[src/rtl/reg_bank_lrid_pkg.sv]
// Shared definitions for the reg_bank_lrid register bank: arithmetic-op
// encodings and the op type used on the OP port and inside each cell.
package reg_bank_lrid_pkg;

    typedef logic [1:0] op_t;

    localparam op_t OP_INC = 2'b00;
    localparam op_t OP_DEC = 2'b01;
    localparam op_t OP_CLR = 2'b10;
    localparam op_t OP_NOP = 2'b11;

endpackage

[src/rtl/reg_cell_lrid.sv]
// One register of the bank plus its sticky overflow/underflow flag.
// Priority: RST > load > op > hold. INC at all-ones and DEC at zero set the
// flag; SATURATE chooses between clamping and wrapping in those cases.
module reg_cell_lrid
    import reg_bank_lrid_pkg::*;
#(
    parameter int                 WIDTH     = 16,
    parameter int                 SATURATE  = 0,
    parameter logic [WIDTH-1:0]   RESET_VAL = '0
) (
    input  logic             clk,
    input  logic             RST,
    input  logic             load,
    input  logic             op_en,
    input  op_t              op,
    input  logic [WIDTH-1:0] data,
    output logic [WIDTH-1:0] q,
    output logic             ovf
);

    logic [WIDTH-1:0] q_reg;
    logic [WIDTH-1:0] q_next;
    logic             ovf_reg;
    logic             ovf_next;

    // Next-state selection for load and arithmetic ops (reset handled in the flop)
    always_comb begin
        q_next   = q_reg;
        ovf_next = ovf_reg;
        if (load) begin
            q_next   = data;
            ovf_next = 1'b0;
        end else if (op_en) begin
            case (op)
                OP_INC: begin
                    if (q_reg == '1) begin
                        ovf_next = 1'b1;
                        q_next   = (SATURATE != 0) ? q_reg : '0;
                    end else begin
                        q_next = q_reg + WIDTH'(1);
                    end
                end
                OP_DEC: begin
                    if (q_reg == '0) begin
                        ovf_next = 1'b1;
                        q_next   = (SATURATE != 0) ? q_reg : '1;
                    end else begin
                        q_next = q_reg - WIDTH'(1);
                    end
                end
                OP_CLR: begin
                    q_next   = '0;
                    ovf_next = 1'b0;
                end
                default: begin
                    q_next   = q_reg;
                    ovf_next = ovf_reg;
                end
            endcase
        end
    end

    // State register; reset discards any command presented in the same cycle
    always_ff @(posedge clk) begin
        if (RST) begin
            q_reg   <= RESET_VAL;
            ovf_reg <= 1'b0;
        end else begin
            q_reg   <= q_next;
            ovf_reg <= ovf_next;
        end
    end

    assign q   = q_reg;
    assign ovf = ovf_reg;

endmodule

[src/rtl/reg_bank_lrid.sv]
// Bank of NREGS load/inc/dec/clear registers with one load port, one
// arithmetic-op port and two combinational read ports. Address decode and
// read muxes live here; each register is a reg_cell_lrid. The read array is
// padded to a power of two with zero slots so out-of-range reads return 0
// and out-of-range writes/ops decode to no cell.
module reg_bank_lrid
    import reg_bank_lrid_pkg::*;
#(
    parameter int               WIDTH     = 16,
    parameter int               NREGS     = 4,
    parameter int               SATURATE  = 0,
    parameter logic [WIDTH-1:0] RESET_VAL = '0,
    localparam int              AW        = $clog2(NREGS)
) (
    input  logic             clk,
    input  logic             RST,
    input  logic             WE,
    input  logic [AW-1:0]    WADDR,
    input  logic [WIDTH-1:0] DATA,
    input  logic             OP_EN,
    input  logic [AW-1:0]    OP_ADDR,
    input  op_t              OP,
    input  logic [AW-1:0]    RADDR_A,
    input  logic [AW-1:0]    RADDR_B,
    output logic [WIDTH-1:0] QA,
    output logic [WIDTH-1:0] QB,
    output logic [NREGS-1:0] ZERO,
    output logic [NREGS-1:0] OVF
);

    localparam int NSLOT = 1 << AW;

    logic [WIDTH-1:0] q_all [NSLOT];
    logic [NREGS-1:0] load_vec;
    logic [NREGS-1:0] op_vec;

    genvar gi;
    generate
        for (gi = 0; gi < NSLOT; gi++) begin : g_slot
            if (gi < NREGS) begin : g_cell
                // A load to the same register masks the op, so the load wins
                assign load_vec[gi] = WE && (WADDR == AW'(gi));
                assign op_vec[gi]   = OP_EN && (OP_ADDR == AW'(gi)) && !load_vec[gi];

                reg_cell_lrid #(
                    .WIDTH     (WIDTH),
                    .SATURATE  (SATURATE),
                    .RESET_VAL (RESET_VAL)
                ) u_cell (
                    .clk   (clk),
                    .RST   (RST),
                    .load  (load_vec[gi]),
                    .op_en (op_vec[gi]),
                    .op    (OP),
                    .data  (DATA),
                    .q     (q_all[gi]),
                    .ovf   (OVF[gi])
                );

                assign ZERO[gi] = (q_all[gi] == '0);
            end else begin : g_pad
                assign q_all[gi] = '0;
            end
        end
    endgenerate

    // Read muxes: combinational view of the current register state
    always_comb begin
        QA = q_all[RADDR_A];
        QB = q_all[RADDR_B];
    end

endmodule

[config.mk]
export PLATFORM = sky130hd
export DESIGN_NAME = reg_bank_lrid
export DESIGN_NICKNAME = d
export VERILOG_FILES = /design/src/rtl/reg_bank_lrid_pkg.sv /design/src/rtl/reg_cell_lrid.sv /design/src/rtl/reg_bank_lrid.sv
export SDC_FILE = /design/constraint.sdc
export NUM_CORES = 1
export LEC_CHECK = 0
export CAP_MARGIN = 20
export CORE_MARGIN = 2
export CORE_UTILIZATION = 40
export DETAILED_ROUTE_END_ITERATION = 8
export SLEW_MARGIN = 20
export SYNTH_ARGS = -nofsm -noshare
export SYNTH_HDL_FRONTEND = slang
export SYNTH_HIERARCHICAL = 1
export SYNTH_SLANG_ARGS = --single-unit
[constraint.sdc]
create_clock -name clk -period 2 [get_ports clk]
set_input_delay 0.2 -clock clk [delete_from_list [all_inputs] [get_ports clk]]
set_output_delay 0.2 -clock clk [all_outputs]
set_load 0.05 [all_outputs]
==> results of run 1 <==
routing by layer:
metal | global-route usage | up-vias | wire (µm) | part of all wire
li1 | - | 4614 | - | -
met1 | 0.462 | 4944 | 15000 | 0.40
met2 | 0.528 | 605 | 16800 | 0.45
met3 | 0.0603 | 113 | 3780 | 0.10
met4 | 0.142 | 0 | 1640 | 0.044
met5 | 0 | - | 0 | 0
worst max-delay path: stages (launching register included):
cell and delay [ns]:
dfxtp_1 0.45, buf_4 0.26, nor4_2 0.30, and4_4 0.31
buf_12 0.14
power breakdown:
group	total [mW]	switching [mW]	internal, mW	leakage [nW]
clock network	1.81	0.708	1.10	0.158
registers	1.63	0.177	1.45	0.566
logic	3.19	1.76	1.42	4.00
cells by family after synthesis:
kind of cell             after synthesis  synth area share
flip-flops                            68             0.168
AND/OR/NAND/NOR                      456             0.319
multiplexers                          39             0.104
buffers and inverters                136            0.0745
XOR/XNOR                              42            0.0454
AO/OA/AOI/OAI                        291             0.246
adder cells (fa/ha/maj)               28            0.0433
layout make-up:
class | count | area (µm²)
fillers | 1884 | 8370
flip-flops and latches | 68 | 1400
clock inverters | 3 | 42.5
multi-input cells | 857 | 6620
well taps | 270 | 338
inverters | 34 | 128
clock buffers | 13 | 280
repair buffers | 346 | 2870
worst min path at each step:
stage | start | to | cells past startpoint
after floorplan | DATA[0] | g_slot[3].g_cell.u_cell/q[0]$_SDFFE_PP0P_ | 2
after global placement | g_slot[2].g_cell.u_cell/ovf$_SDFFE_PP0P_ | g_slot[2].g_cell.u_cell/ovf$_SDFFE_PP0P_ | 2
after detailed placement | g_slot[2].g_cell.u_cell/ovf$_SDFFE_PP0P_ | g_slot[2].g_cell.u_cell/ovf$_SDFFE_PP0P_ | 2
after CTS | RST | g_slot[3].g_cell.u_cell/q[15]$_SDFFE_PP0P_ | 4
after global routing | RST | g_slot[3].g_cell.u_cell/q[15]$_SDFFE_PP0P_ | 4
final | RST | g_slot[3].g_cell.u_cell/q[15]$_SDFFE_PP0P_ | 4
what timing repair did:
action,in CTS,in global routing
cloned,1,1
endpoints found under the setup margin,67,65
gates resized for setup,31,107
buffers inserted,1,12
pin swaps,5,26
through the flow:
| stage | power, mW | instance area [µm²] |
|---|---|---|
| final | 6.62 | 11700 |
| after global routing | 6.88 | 11700 |
| after CTS | 6.39 | 11200 |
| after detailed placement | 4.52 | 10700 |
| after global placement | 4.52 | 10700 |
| after floorplan | 3.29 | 8100 |
cell usage in the layout, fill, tap and decap left out, types with 28 or more instances in the layout:
cell / instances
inv_1: 28
nand3_1: 29
nor2_1: 120
xor2_1: 28
a21oi_1: 69
dfxtp_1: 43
nor3_1: 44
buf_4: 292
nand2_1: 46
o21ai_0: 34
nand4_1: 32
==> metrics.txt, run 1 <==
status=finished, violations left; failing checks=negative setup slack; Worst R2R Setup Slack=-0.01 ns; CTS buffer count=9; Area Growth Syn to Fin=44.1%; post-synth top area share=0.168; largest net degree at the start of global routing=40; Hold-fix buffers, CTS=0; maximum VDD drop=roughly 380 µV; CP Max Fanout=10; Post-DRT Antenna Nets=0; Synth cell types=about 80; CP startpoint kind=register; Crit path arrival time=1.82 ns; Setup crit end kind=output port; GR Overflow Total=0; crit path to=ZERO[2]; Diodes inserted=0; share of layout cells above drive strength 1=0.375; aggregate global-route resource usage=0.338; MaxCap Viol Count=0; fin nets=between 1k and 1.5k; Largest register FFs=64; GP Congestion=0.983; Fin Clk Skew=slightly above 0.006 ns; Clock Root Buffer=clkbuf_16; worst r2r path cells=7; drt drc=0; Max Fclk=~500 MHz; cells after synthesis=~1.1k; final wirelength=between 30,000 and 40,000 µm; Starting Density=0.404; post-synthesis sequential area ratio=0.168; Clock transition at path regs=0.06 ns; Syn Nets=between 1k and 1.5k; Max Slew Vio Count=0; Syn. warnings=6; crit path from=g_slot[2].g_cell.u_cell/q[4]$_SDFFE_PP0P_; core area=20,000 µm²; top-count cell post-synth=nor2_1; clk buf depth=2; dpl cells=approximately 1.6k; initial antenna violation count=0; Max transition margin=0.574; asr flop ratio synth=0; fin crit share=1.01; Die Wd=146 µm; kind of critical path=register to output port; pwr dens=568 nW/µm²; Die H=around 150 µm; clock sink total=just under 70; clock latency on the worst-skew pair=roughly 0.36 ns; reg2reg start=g_slot[3].g_cell.u_cell/q[8]$_SDFFE_PP0P_; Mean Syn Cell Area=about 7.6 µm²; Via density=6.46; Fin. Hold Viols=0; Final Non-Filler Cells=approximately 1.6k; Iteration-0 DRC Markers=between 1k and 1.5k; most frequent cells after synthesis=126 x nor2_1, 72 x a21oi_1, 68 x dfxtp_1, 58 x clkbuf_1, 48 x nor3_1; final setup fails=3; Port Buffers=between 60 and 70; post-detail-place hpwl=around 28,000 µm; Post-synth EDFFs=0; largest cells by area after synthesis=dfxtp_1 17%, nor2_1 5.8%, mux4_2 5.6%, a21oi_1 4.5%, ha_1 4.3%; vias in the first global route=around 9.4k; CTS tree=yes; largest area contributor in the netlist=dfxtp_1; pre-CTS setup slack=-0.714 ns; final core occ=0.582; Post-Syn Area=between 8000 and 9000 µm²; Fin Setup TNS=-0.0444 ns; via total after detailed routing=slightly above 10k; minimum clock period=a little over 2 ns; flops & latches, synth=between 60 and 70; WP data required=1.80 ns; die area=21,400 µm²; first-pass GRT wire length=around 56,000 µm; # IOs=70; Worst Slack Setup Final=-0.0224 ns; Leak Pwr=between 4 and 5 nW; unrepaired setup endpoints after global routing=yes; Main synth FF type=dfxtp_1; wire length per cell=about 23 µm; Hold WS=0.308 ns; reg-to-reg endpoint=g_slot[3].g_cell.u_cell/q[14]$_SDFFE_PP0P_; CTS HTree Levels=3; First-pass DRT Iterations=5; std cell rows=52; Tightest Pin Transition=~0.64 ns; HP Class=input pin to register
Note: power is estimated with default switching activity, not from simulation.
==> run 2, diff against run 1 <==
--- a/config.mk
+++ b/config.mk
@@ -5,6 +5,7 @@
 export SDC_FILE = /design/constraint.sdc
 export NUM_CORES = 1
 export LEC_CHECK = 0
+export ABC_AREA = 0
 export CAP_MARGIN = 20
 export CORE_MARGIN = 2
 export CORE_UTILIZATION = 40
==> results of run 2 <==
The final DEF is identical to that of run 1; final timing and power are the same.
